## src/rtl/cordic_pkg.sv

```systemverilog
// Shared constants, types and helpers for the iterative CORDIC engine.
// Latency: n/a (package). Backpressure: n/a.
// Holds the atan(2^-i) table at 32 fractional bits, pi/2, rounding and saturation helpers.
package cordic_pkg;

  // Controller states: IDLE -> FOLD -> ITER -> DONE -> IDLE.
  typedef enum logic [1:0] {
    S_IDLE = 2'd0,
    S_FOLD = 2'd1,
    S_ITER = 2'd2,
    S_DONE = 2'd3
  } state_e;

  // Operating mode, sampled together with start.
  typedef enum logic {
    MODE_ROT = 1'b0,
    MODE_VEC = 1'b1
  } mode_e;

  // pi/2 scaled by 2^32, rounded to nearest.
  localparam logic [63:0] HALF_PI_32 = 64'd6746518852;

  // atan(2^-i) scaled by 2^32, rounded to nearest. From i = 11 upward the cubic
  // term is below half an LSB, so the entry is exactly 2^(32-i).
  function automatic logic [63:0] atan_tab32(input int i);
    case (i)
      0:       return 64'd3373259426;
      1:       return 64'd1991351318;
      2:       return 64'd1052175346;
      3:       return 64'd534100635;
      4:       return 64'd268086748;
      5:       return 64'd134174063;
      6:       return 64'd67103403;
      7:       return 64'd33553749;
      8:       return 64'd16777131;
      9:       return 64'd8388597;
      10:      return 64'd4194303;
      default: return 64'd1 << (32 - i);
    endcase
  endfunction

  // Round a 32-fractional-bit constant to frac fractional bits (frac <= 31).
  function automatic logic [63:0] round_frac(input logic [63:0] v32, input int frac);
    return (v32 + (64'd1 << (31 - frac))) >> (32 - frac);
  endfunction

  // Clamp a signed value to the range of a dw-bit two's complement word.
  function automatic logic signed [63:0] sat_w(input logic signed [63:0] v, input int dw);
    logic signed [63:0] hi;
    logic signed [63:0] lo;
    hi = (64'sd1 <<< (dw - 1)) - 64'sd1;
    lo = -hi - 64'sd1;
    if (v > hi) return hi;
    if (v < lo) return lo;
    return v;
  endfunction

endpackage

```

## src/rtl/cordic_engine_if.sv

```systemverilog
// Request/response bundle between the CORDIC engine and its caller.
// Latency: n/a (wiring only). Backpressure: start is honoured only while ready is high.
// master drives start/mode/x_in/y_in/z_in; slave returns ready/done/x_out/y_out/z_out.
interface cordic_engine_if
  import cordic_pkg::*;
#(
  parameter int DATA_WIDTH = 24
);
  logic                         start;
  mode_e                        mode;
  logic signed [DATA_WIDTH-1:0] x_in;
  logic signed [DATA_WIDTH-1:0] y_in;
  logic signed [DATA_WIDTH-1:0] z_in;
  logic                         ready;
  logic                         done;
  logic signed [DATA_WIDTH-1:0] x_out;
  logic signed [DATA_WIDTH-1:0] y_out;
  logic signed [DATA_WIDTH-1:0] z_out;

  modport master (
    output start, mode, x_in, y_in, z_in,
    input  ready, done, x_out, y_out, z_out
  );

  modport slave (
    input  start, mode, x_in, y_in, z_in,
    output ready, done, x_out, y_out, z_out
  );
endinterface

```

## src/rtl/cordic_atan_rom.sv

```systemverilog
// Combinational atan(2^-i) lookup, scaled to FRAC_WIDTH fractional bits at DATA_WIDTH.
// Latency: 0 cycles. Backpressure: none (pure lookup).
// Ports: idx_i = iteration index 0..31, atan_o = rounded signed angle in radians.
module cordic_atan_rom
  import cordic_pkg::*;
#(
  parameter int DATA_WIDTH = 24,
  parameter int FRAC_WIDTH = 21
) (
  input  logic [4:0]                   idx_i,
  output logic signed [DATA_WIDTH-1:0] atan_o
);

  assign atan_o = DATA_WIDTH'(round_frac(atan_tab32(int'(idx_i)), FRAC_WIDTH));

endmodule

```

## src/rtl/cordic_engine.sv

```systemverilog
// Iterative CORDIC: rotation (sin/cos) or vectoring (atan2/magnitude), with quadrant pre-fold.
// Latency: done pulses ITERATIONS+1 enabled edges after the accepting edge; clk_en=0 freezes all state.
// Backpressure: ready is high only in IDLE; start while busy is dropped, nothing is queued.
// Ports: clk, rst (sync, active high), clk_en, bus (slave side of cordic_engine_if).
module cordic_engine
  import cordic_pkg::*;
#(
  parameter int DATA_WIDTH = 24,
  parameter int FRAC_WIDTH = 21,
  parameter int ITERATIONS = 16,
  parameter int GUARD_BITS = 2
) (
  input  logic             clk,
  input  logic             rst,
  input  logic             clk_en,
  cordic_engine_if.slave   bus
);

  localparam int W = DATA_WIDTH + GUARD_BITS;
  localparam logic [4:0] LAST_I = 5'(ITERATIONS - 1);
  localparam logic signed [DATA_WIDTH-1:0] HALF_PI =
    DATA_WIDTH'(round_frac(HALF_PI_32, FRAC_WIDTH));

  state_e state_q, state_d;
  logic   ready_q, ready_d;
  logic   done_q, done_d;

  logic signed [W-1:0]          x_q, x_d, y_q, y_d;
  logic signed [DATA_WIDTH-1:0] z_q, z_d;
  mode_e                        mode_q, mode_d;
  logic [4:0]                   i_q, i_d;
  logic signed [DATA_WIDTH-1:0] xo_q, xo_d, yo_q, yo_d, zo_q, zo_d;

  logic signed [DATA_WIDTH-1:0] atan_val;
  logic signed [W-1:0]          x_sh, y_sh;
  logic                         dir_pos;

  cordic_atan_rom #(
    .DATA_WIDTH (DATA_WIDTH),
    .FRAC_WIDTH (FRAC_WIDTH)
  ) u_rom (
    .idx_i  (i_q),
    .atan_o (atan_val)
  );

  // ---------------- FSM: state register ----------------
  // rst wins over clk_en so a reset always lands in IDLE on the next edge.
  always_ff @(posedge clk) begin
    if (rst) begin
      state_q <= S_IDLE;
      ready_q <= 1'b1;
      done_q  <= 1'b0;
    end else if (clk_en) begin
      state_q <= state_d;
      ready_q <= ready_d;
      done_q  <= done_d;
    end
  end

  // ---------------- FSM: next state ----------------
  always_comb begin
    state_d = state_q;
    case (state_q)
      S_IDLE: if (bus.start) state_d = S_FOLD;
      S_FOLD: state_d = S_ITER;
      S_ITER: if (i_q == LAST_I) state_d = S_DONE;
      S_DONE: state_d = S_IDLE;
      default: state_d = S_IDLE;
    endcase
  end

  // ---------------- FSM: outputs ----------------
  // ready/done are registered decodes of the next state, so both change one
  // edge after the event that causes them.
  always_comb begin
    ready_d = (state_d == S_IDLE);
    done_d  = (state_d == S_DONE);
  end

  // ---------------- Datapath ----------------
  assign x_sh = x_q >>> i_q;
  assign y_sh = y_q >>> i_q;
  // Rotation drives z toward 0; vectoring drives y toward 0.
  assign dir_pos = (mode_q == MODE_ROT) ? ~z_q[DATA_WIDTH-1] : y_q[W-1];

  always_comb begin
    x_d    = x_q;
    y_d    = y_q;
    z_d    = z_q;
    mode_d = mode_q;
    i_d    = i_q;
    xo_d   = xo_q;
    yo_d   = yo_q;
    zo_d   = zo_q;
    case (state_q)
      S_IDLE: begin
        if (bus.start) begin
          x_d    = W'(bus.x_in);
          y_d    = W'(bus.y_in);
          z_d    = bus.z_in;
          mode_d = bus.mode;
        end
      end
      S_FOLD: begin
        i_d = 5'd0;
        // Pre-rotate by +/-pi/2 so the residual angle is inside the
        // convergence range of the micro-rotations (~1.74 rad).
        if (mode_q == MODE_ROT) begin
          if (z_q > HALF_PI) begin
            x_d = -y_q;
            y_d = x_q;
            z_d = z_q - HALF_PI;
          end else if (z_q < -HALF_PI) begin
            x_d = y_q;
            y_d = -x_q;
            z_d = z_q + HALF_PI;
          end
        end else if (x_q[W-1]) begin
          if (!y_q[W-1]) begin
            x_d = y_q;
            y_d = -x_q;
            z_d = z_q + HALF_PI;
          end else begin
            x_d = -y_q;
            y_d = x_q;
            z_d = z_q - HALF_PI;
          end
        end
      end
      S_ITER: begin
        if (dir_pos) begin
          x_d = x_q - y_sh;
          y_d = y_q + x_sh;
          z_d = z_q - atan_val;
        end else begin
          x_d = x_q + y_sh;
          y_d = y_q - x_sh;
          z_d = z_q + atan_val;
        end
        i_d = i_q + 5'd1;
        if (i_q == LAST_I) begin
          xo_d = DATA_WIDTH'(sat_w(64'(x_d), DATA_WIDTH));
          yo_d = DATA_WIDTH'(sat_w(64'(y_d), DATA_WIDTH));
          zo_d = z_d;
        end
      end
      default: ;
    endcase
  end

  always_ff @(posedge clk) begin
    if (rst) begin
      x_q    <= '0;
      y_q    <= '0;
      z_q    <= '0;
      mode_q <= MODE_ROT;
      i_q    <= '0;
      xo_q   <= '0;
      yo_q   <= '0;
      zo_q   <= '0;
    end else if (clk_en) begin
      x_q    <= x_d;
      y_q    <= y_d;
      z_q    <= z_d;
      mode_q <= mode_d;
      i_q    <= i_d;
      xo_q   <= xo_d;
      yo_q   <= yo_d;
      zo_q   <= zo_d;
    end
  end

  assign bus.ready = ready_q;
  assign bus.done  = done_q;
  assign bus.x_out = xo_q;
  assign bus.y_out = yo_q;
  assign bus.z_out = zo_q;

endmodule

```

## src/flat_wrapper.sv

```systemverilog
// flat-port wrapper written by rule: the top's interface ports become plain ports
module cordic_engine_flat import cordic_pkg::*;
#(
  parameter int DATA_WIDTH = 24,
  parameter int FRAC_WIDTH = 21,
  parameter int ITERATIONS = 16,
  parameter int GUARD_BITS = 2
)
  (clk, rst, clk_en, bus_start, bus_mode, bus_x_in, bus_y_in, bus_z_in, bus_ready, bus_done, bus_x_out, bus_y_out, bus_z_out);
  cordic_engine_if #(.DATA_WIDTH(DATA_WIDTH)) bus_i ();
  input  logic clk;
  input  logic rst;
  input  logic clk_en;
  input wire logic [$bits(bus_i.start)-1:0] bus_start;
  input wire logic [$bits(bus_i.mode)-1:0] bus_mode;
  input wire logic [$bits(bus_i.x_in)-1:0] bus_x_in;
  input wire logic [$bits(bus_i.y_in)-1:0] bus_y_in;
  input wire logic [$bits(bus_i.z_in)-1:0] bus_z_in;
  output wire logic [$bits(bus_i.ready)-1:0] bus_ready;
  output wire logic [$bits(bus_i.done)-1:0] bus_done;
  output wire logic [$bits(bus_i.x_out)-1:0] bus_x_out;
  output wire logic [$bits(bus_i.y_out)-1:0] bus_y_out;
  output wire logic [$bits(bus_i.z_out)-1:0] bus_z_out;
  assign bus_i.start = bus_start;
  assign bus_i.mode = bus_mode;
  assign bus_i.x_in = bus_x_in;
  assign bus_i.y_in = bus_y_in;
  assign bus_i.z_in = bus_z_in;
  assign bus_ready = bus_i.ready;
  assign bus_done = bus_i.done;
  assign bus_x_out = bus_i.x_out;
  assign bus_y_out = bus_i.y_out;
  assign bus_z_out = bus_i.z_out;
  cordic_engine #(.DATA_WIDTH(DATA_WIDTH), .FRAC_WIDTH(FRAC_WIDTH), .ITERATIONS(ITERATIONS), .GUARD_BITS(GUARD_BITS)) u_core (.clk(clk), .rst(rst), .clk_en(clk_en), .bus(bus_i));
endmodule
```

## config.mk

```make
export PLATFORM = sky130hd
export DESIGN_NAME = cordic_engine_flat
export DESIGN_NICKNAME = d
export VERILOG_FILES = /design/src/rtl/cordic_pkg.sv /design/src/rtl/cordic_engine_if.sv /design/src/rtl/cordic_atan_rom.sv /design/src/rtl/cordic_engine.sv /design/src/flat_wrapper.sv
export SDC_FILE = /design/constraint.sdc
export NUM_CORES = 1
export LEC_CHECK = 0
export ABC_AREA = 1
export CAP_MARGIN = 30
export CORE_ASPECT_RATIO = 1.1
export CORE_MARGIN = 2
export CORE_UTILIZATION = 27
export CTS_CLUSTER_DIAMETER = 60
export DETAILED_ROUTE_END_ITERATION = 8
export PLACE_DENSITY_LB_ADDON = 0.05
export REMOVE_ABC_BUFFERS = 1
export SLEW_MARGIN = 20
export SYNTH_ARGS = -nofsm -noshare
export SYNTH_HDL_FRONTEND = slang
export SYNTH_HIERARCHICAL = 1
export SYNTH_SLANG_ARGS = --single-unit
export TNS_END_PERCENT = 20
```

## constraint.sdc

```tcl
create_clock -name clk -period 7.4 [get_ports clk]
set_clock_uncertainty 0.2 [all_clocks]
set_input_delay 0.74 -clock clk [delete_from_list [all_inputs] [get_ports clk]]
set_output_delay 0.74 -clock clk [all_outputs]
set_load 0.02 [all_outputs]
```

# Yosys cells after proc, flatten, opt, wreduce, memory -nomap -nowiden
# Index checks and enable logic that the tools add are counted.
totals:
  reg_bits: 158
  latch_bits: 0
  mem_bits_rw: 0
  romBits: 0
  inputBits: 77
  out_inout_bits: 74
  elab_cells: 117
  n_memories: 0
op_classes:
  addsub: 13
  multipliers: 0
  div: 0
  n_lt_le_gt_ge: 6
  n_eq_ne: 18
  shifts: 3
  muxes: 54
  bitwise_logic: 1
  n_reduce_logical: 10
op_table:
  columns: ["operator", "n"]
  rows:
  - ["$mux W26", 16]
  - ["$pmux W35 S11", 1]
  - ["$mux W24", 15]
  - ["$pmux W26 S3", 2]
  - ["$pmux W24 S3", 1]
  - ["$add A26 B26 Y26", 2]
  - ["$gt A26 B24 Y1 const B", 2]
  - ["$lt A26 B24 Y1 const B", 2]
  - ["$neg A26 Y26", 2]
  - ["$sshr A26 B5 Y26", 2]
  - ["$sub A26 B26 Y26", 2]
  - ["$add A35 B11 Y35 const B", 1]
  - ["$shl A1 B32 Y35 const A", 1]
  - ["$add A24 B23 Y24 const B", 1]
  - ["$add A24 B24 Y24", 1]
  - ["$gt A24 B23 Y1 const B", 1]
  - ["$lt A24 B23 Y1 const B", 1]
  - ["$sub A24 B23 Y24 const B", 1]
  - ["$sub A24 B24 Y24", 1]
  - ["$eq A5 B3 Y1 const B", 4]
  - ["$eq A5 B4 Y1 const B", 4]
  - ["$mux W1", 15]
  - ["$eq A5 B2 Y1 const B", 2]
  - ["$pmux W5 S2", 1]
  - ["19 further kinds", 24]

# Depth between registers and ports, before layout
logic_depth:
  ltp_word: 13
  mapped_depth: 39

# Cells and area by module
# Netlist, hierarchy kept.
modules_own_cells:
  columns: ["module", "instances", "cells_per_inst", "area_per_inst_um2"]
  rows:
  - ["cordic_engine", 1, 3091, 18295.0]
  - ["cordic_atan_rom", 1, 229, 1305.0]

# Least setup slack after synthesis
# Ideal clock, no wire load.
synth_path:
  path_type: "register to register"
  startpoint: "register u_core.i_q[0]"
  endpoint: "register u_core.z_q[22]"
  setup_ps: 70
  t_arrival_ps: 5253
  slack_ps: 1876
  path_stages_with_launch: 37
  path_buffers: 2
  period_less_slack_ps: 5524
  path_cell_list: "dfxtp_1 -> buf_6 -> nor2_2 -> nand2_1 -> inv_1 -> ha_1 -> inv_1 -> nand3_2 -> nor2_4 -> buf_6 -> nand3_2 -> nand2_2 -> inv_2 -> ha_1 -> xor2_1 -> nor3_1 -> nand2_1 -> nor3_1 -> nand2_1 -> nor3_1 -> nand2_1 -> nor3_1 -> a21oi_1 -> xor2_1 -> inv_1 -> ha_1 -> nand2_1 -> nor4_1 -> nand4_1 -> nand3_1 -> inv_1 -> o31ai_1 -> xor2_1 -> nand2_1 -> nand3_1 -> nand2_1 -> a21oi_1"
synth_via:
  elab_chain_cells: 7
  word_cells_on_any_way: 19
synth_rtl:
  columns: ["element", "line_no", "source"]
  rows:
  - ["start: declaration", "cordic_engine.sv:31", "logic [4:0] i_q, i_d;"]
  - ["start signal: assignment", "cordic_engine.sv:166", "i_q <= i_d;"]
  - ["$sub A6 B5 Y7", "cordic_pkg.sv:38", "default: return 64'd1 << (32 - i);"]
  - ["$shl A1 B32 Y35", "cordic_pkg.sv:38", null]
  - ["$pmux W35 S11 *", "cordic_pkg.sv:26", "case (i)"]
  - ["$add A35 B11 Y35 *", "cordic_pkg.sv:44", "return (v32 + (64'd1 << (31 - frac))) >> (32 - frac);"]
  - ["named net u_core.atan_val[1]", "cordic_engine.sv:34", "logic signed [DATA_WIDTH-1:0] atan_val;"]
  - ["$add A24 B24 Y24 or $sub A24 B24 Y24 (tied branches)", "cordic_engine.sv:138, cordic_engine.sv:134", null]
  - ["$mux W24 *", "cordic_engine.sv:131", "if (dir_pos) begin"]
  - ["$pmux W24 S3 *", "cordic_engine.sv:95", "case (state_q)"]
  - ["end signal: assignment", "cordic_engine.sv:164", "z_q <= z_d;"]
  - ["end: declaration", "cordic_engine.sv:29", "logic signed [DATA_WIDTH-1:0] z_q, z_d;"]
# Mark *: on every way through the listed nets, which the timed path passes. The rest lies on a longest branch.
# A chain may end at the register's enable or synchronous reset.

# Worst setup path in the final report
layout_path:
  startpoint: "register u_core.i_q[0]"
  endpoint: "register u_core.z_q[21]"
# Same word-level chain as after synthesis.

==> results by group <==
Outcome
  – Run status: finished clean

Run
  – Max Cap Viol: 0

CTS
  – Post-CTS sizing: 0
  – H-tree levels: 4
  – CTS Sinks: 158
  – CTS root buf: clkbuf_16
  – Clk Latency, worst-skew pair: 0.50 ns
  – CTS Hold Bufs: 0
  – CTS max path bufs: 2
  – Post-CTS Setup Bufs: 0
  – CTS tree: done
  – CTS clk-pin slew, worst paths: 0.08 ns
  – CTS buffer count: 17

Global route
  – Vias in the first global route: 22700
  – Largest net degree at the start of global routing: 71
  – Total gr overflow: 0
  – Initial antenna violation count: 1
  – First-pass GRT wire length: 145 mm
  – GRT Resource Usage Total: 26.0%

Layout
  – Most frequent cells in the layout: nand2_1, nand3_1, o21ai_0
  – FILL cells: 8060
  – Antenna diodes: 0
  – Fin nets: 3519
  – Ratio of cells with drive above 1 in the final layout: 6.87%
  – Final core occ: 31.1%
  – Area delta synth->final: 13.8%
  – Finished Layout Cells: 4307
  – Commonest non-fill, non-tap cell in the layout: nand2_1

Setup path
  – CP required: 7.63 ns
  – Critical path's largest stage delay: 0.60 ns
  – CP dominant cell by count: nand2_1
  – Slowest cell on crit path: dfxtp_2
  – Crit start category: register
  – Critical path peak fanout: 17
  – RR Startpoint: u_core/i_q[0]
  – Worst Setup SP: u_core/i_q[0]
  – Kind of critical path: reg2reg
  – CP endpoint kind: register
  – Worst EP arrival: 7.04 ns

Worst hold path
  – Hold_sp: u_core/bus.done
  – Worst hold path class: reg2reg

Synth
  – Top_reg_cell synth: dfxtp_1
  – Number of synthesized flops with an enable pin: 0
  – Sequential share of the synthesized area: 16.1%
  – Synth cell types: 59
  – Yosys warns: 6
  – Dominant cells by area after synthesis: dfxtp_1, nand2_1, nand3_1, o21ai_0, a21oi_1
  – Async SR Flop Fraction: 0%
  – Synthesized instance count: 3320
  – Synthesized flop and latch total: 158
  – Synth top area share: 16.1%
  – Cell taking the most area after synthesis: dfxtp_1
  – Syn Area/Cell: 5.90 um2
  – Synth Cell Area: 0.0196 mm2

Detailed routing
  – Drt wl/cell: 22.9 um
  – Vias post-DR: 23000
  – Post-Route WL: 98.5 mm
  – DRT Pass-1 Iters: 7
  – DRC: 0
  – Detail-routed via count per cell: 5.34
  – Detailed Route Iter0 Violations: 1580
  – Post-route antenna net violation count: 0

Timing
  – Relative slew slack: 35.9%
  – Maximum clock frequency: 147 MHz
  – Min Hold Slack: 0.289 ns
  – Slew @ Worst Pin: 0.950 ns
  – Tmin final: 6.81 ns
  – Setup ws final: 0.586 ns
  – Max-slew violations: 0
  – Hold Fails Final Rpt: 0
  – Setup TNS: 0 ns
  – RSZ-0062 raised after global routing: false
  – Fin crit share: 92.1%
  – Final setup violation count: 0

Floorplanning
  – Height of the chip: 287 um
  – # IOs: 151
  – Die Footprint: 0.0748 mm2
  – Core area: 0.0718 mm2
  – Initial Utilization: 27.3%
  – Site row count: 103
  – Chip width: 261 um

Pwr
  – Max VDD drop: 0.235 mV
  – P per Cell Area: 219 mW/mm2
  – Pleak: 9.85 nW

Placement
  – Inst Count DP: 4275
  – RePlAce Congestion: 0.952
  – Worst slack, placed: 0.680 ns
  – Port-buffer cells: 150
  – Final HPWL DP: 75.2 mm
[cells in the mapped netlist (3+ instances only)]
library cell	n
o31ai_1	13
clkbuf_1	80
dfxtp_1	158
o22ai_1	5
o21ai_0	278
nand2_1	818
nand3b_1	4
nand4_1	24
a31oi_1	8
buf_2	50
buf_6	16
nor2_4	5
o21bai_1	32
nor2_1	244
inv_2	22
or2_2	7
a21oi_1	227
o211ai_1	39
a21o_1	7
xnor2_1	48
a221oi_1	4
nor3_1	47
nor2_2	14
o2111ai_1	13
nand3_1	487
fa_1	3
clkinv_1	8
buf_1	19
nand3_2	18
nor4_1	18
ha_1	90
inv_1	248
buf_4	14
o21a_1	9
o21ai_2	4
a21boi_0	5
nand2_4	6
o21ai_1	13
o221ai_1	11
a21oi_2	33
nand2_2	31
xor2_1	119
[final cells by class]
cell class	count	area (um2)	share of cell area [%]
clock buffers	18	439	1.97
multi-input cells	2703	14500	65.0
repair buffers	190	1810	8.10
well taps	945	1180	5.30
flip-flops and latches	158	3170	14.2
clock inverters	14	161	0.724
inverters	279	1050	4.73
[per-stage QoR]
| stage | total power [mW] | area [um2] |
|---|---|---|
| 4_1_cts | 4.92 | 22300 |
| 2_1_floorplan | 2.90 | 18700 |
| 3_3_place_gp | 3.92 | 21700 |
| 5_1_grt | 5.25 | 22300 |
| 6_report | 4.88 | 22300 |
| 3_5_place_dp | 3.92 | 21700 |
[routing by layer]
metal	wire length, um	track usage, %	vias to the layer above
met4	4510	11.8	2
met3	3620	2.37	141
met5	13	0	-
li1	-	-	11200
met1	41400	31.5	11000
met2	49000	46.2	637
[flip-flops by register name, summed over array words and instances (netlist names)]
register and flops:
u_core/i_q 5, u_core/z_q 24, u_core/bus.y_out 24, u_core/bus.x_out 24, u_core/x_q 26, u_core/bus.z_out 24
u_core/bus.done 1, u_core/state_q 2, u_core/y_q 26, u_core/mode_q 1, u_core/bus.ready 1
[power breakdown]
group / leakage (nW) / switching, mW / internal (mW) / total (mW)
registers: 1.29 / 0.190 / 0.901 / 1.09
logic: 8.27 / 1.95 / 0.873 / 2.82
clock network: 0.291 / 0.503 / 0.463 / 0.966
[cells by family (layout without fill, tap and decap cells)]
kind of cell | Yosys count | in the layout | synth area share [%]
buffers and inverters | 460 | 501 | 10.1
AO/OA/AOI/OAI | 706 | 706 | 20.8
AND/OR/NAND/NOR | 1735 | 1735 | 39.4
other | 1 | 2 | 0.0191
XOR/XNOR | 167 | 167 | 7.46
flip-flops | 158 | 158 | 16.1
adder cells (fa/ha/maj) | 93 | 93 | 6.05
[worst max-delay path, delay by kind of cell, from the launching register on]
family	cells	cell delay (ns)
buf+inv	5	0.48
flops	1	0.60
fa+ha+maj	3	0.81
simple gates	20	3.66
xor+xnor	3	0.59
compound gates	3	0.43
[final timing paths]
| check | endpoint | slack (ns) | cells past startpoint |
|---|---|---|---|
| worst max-delay path | u_core/z_q[21] | 0.59 | 34 |
| worst min-delay path | u_core/bus.done | 0.29 | 2 |
| worst max register to register | u_core/z_q[21] | 0.59 | 34 |
| worst min register to register | u_core/bus.done | 0.29 | 2 |
Power figures use the tool's default switching activity.
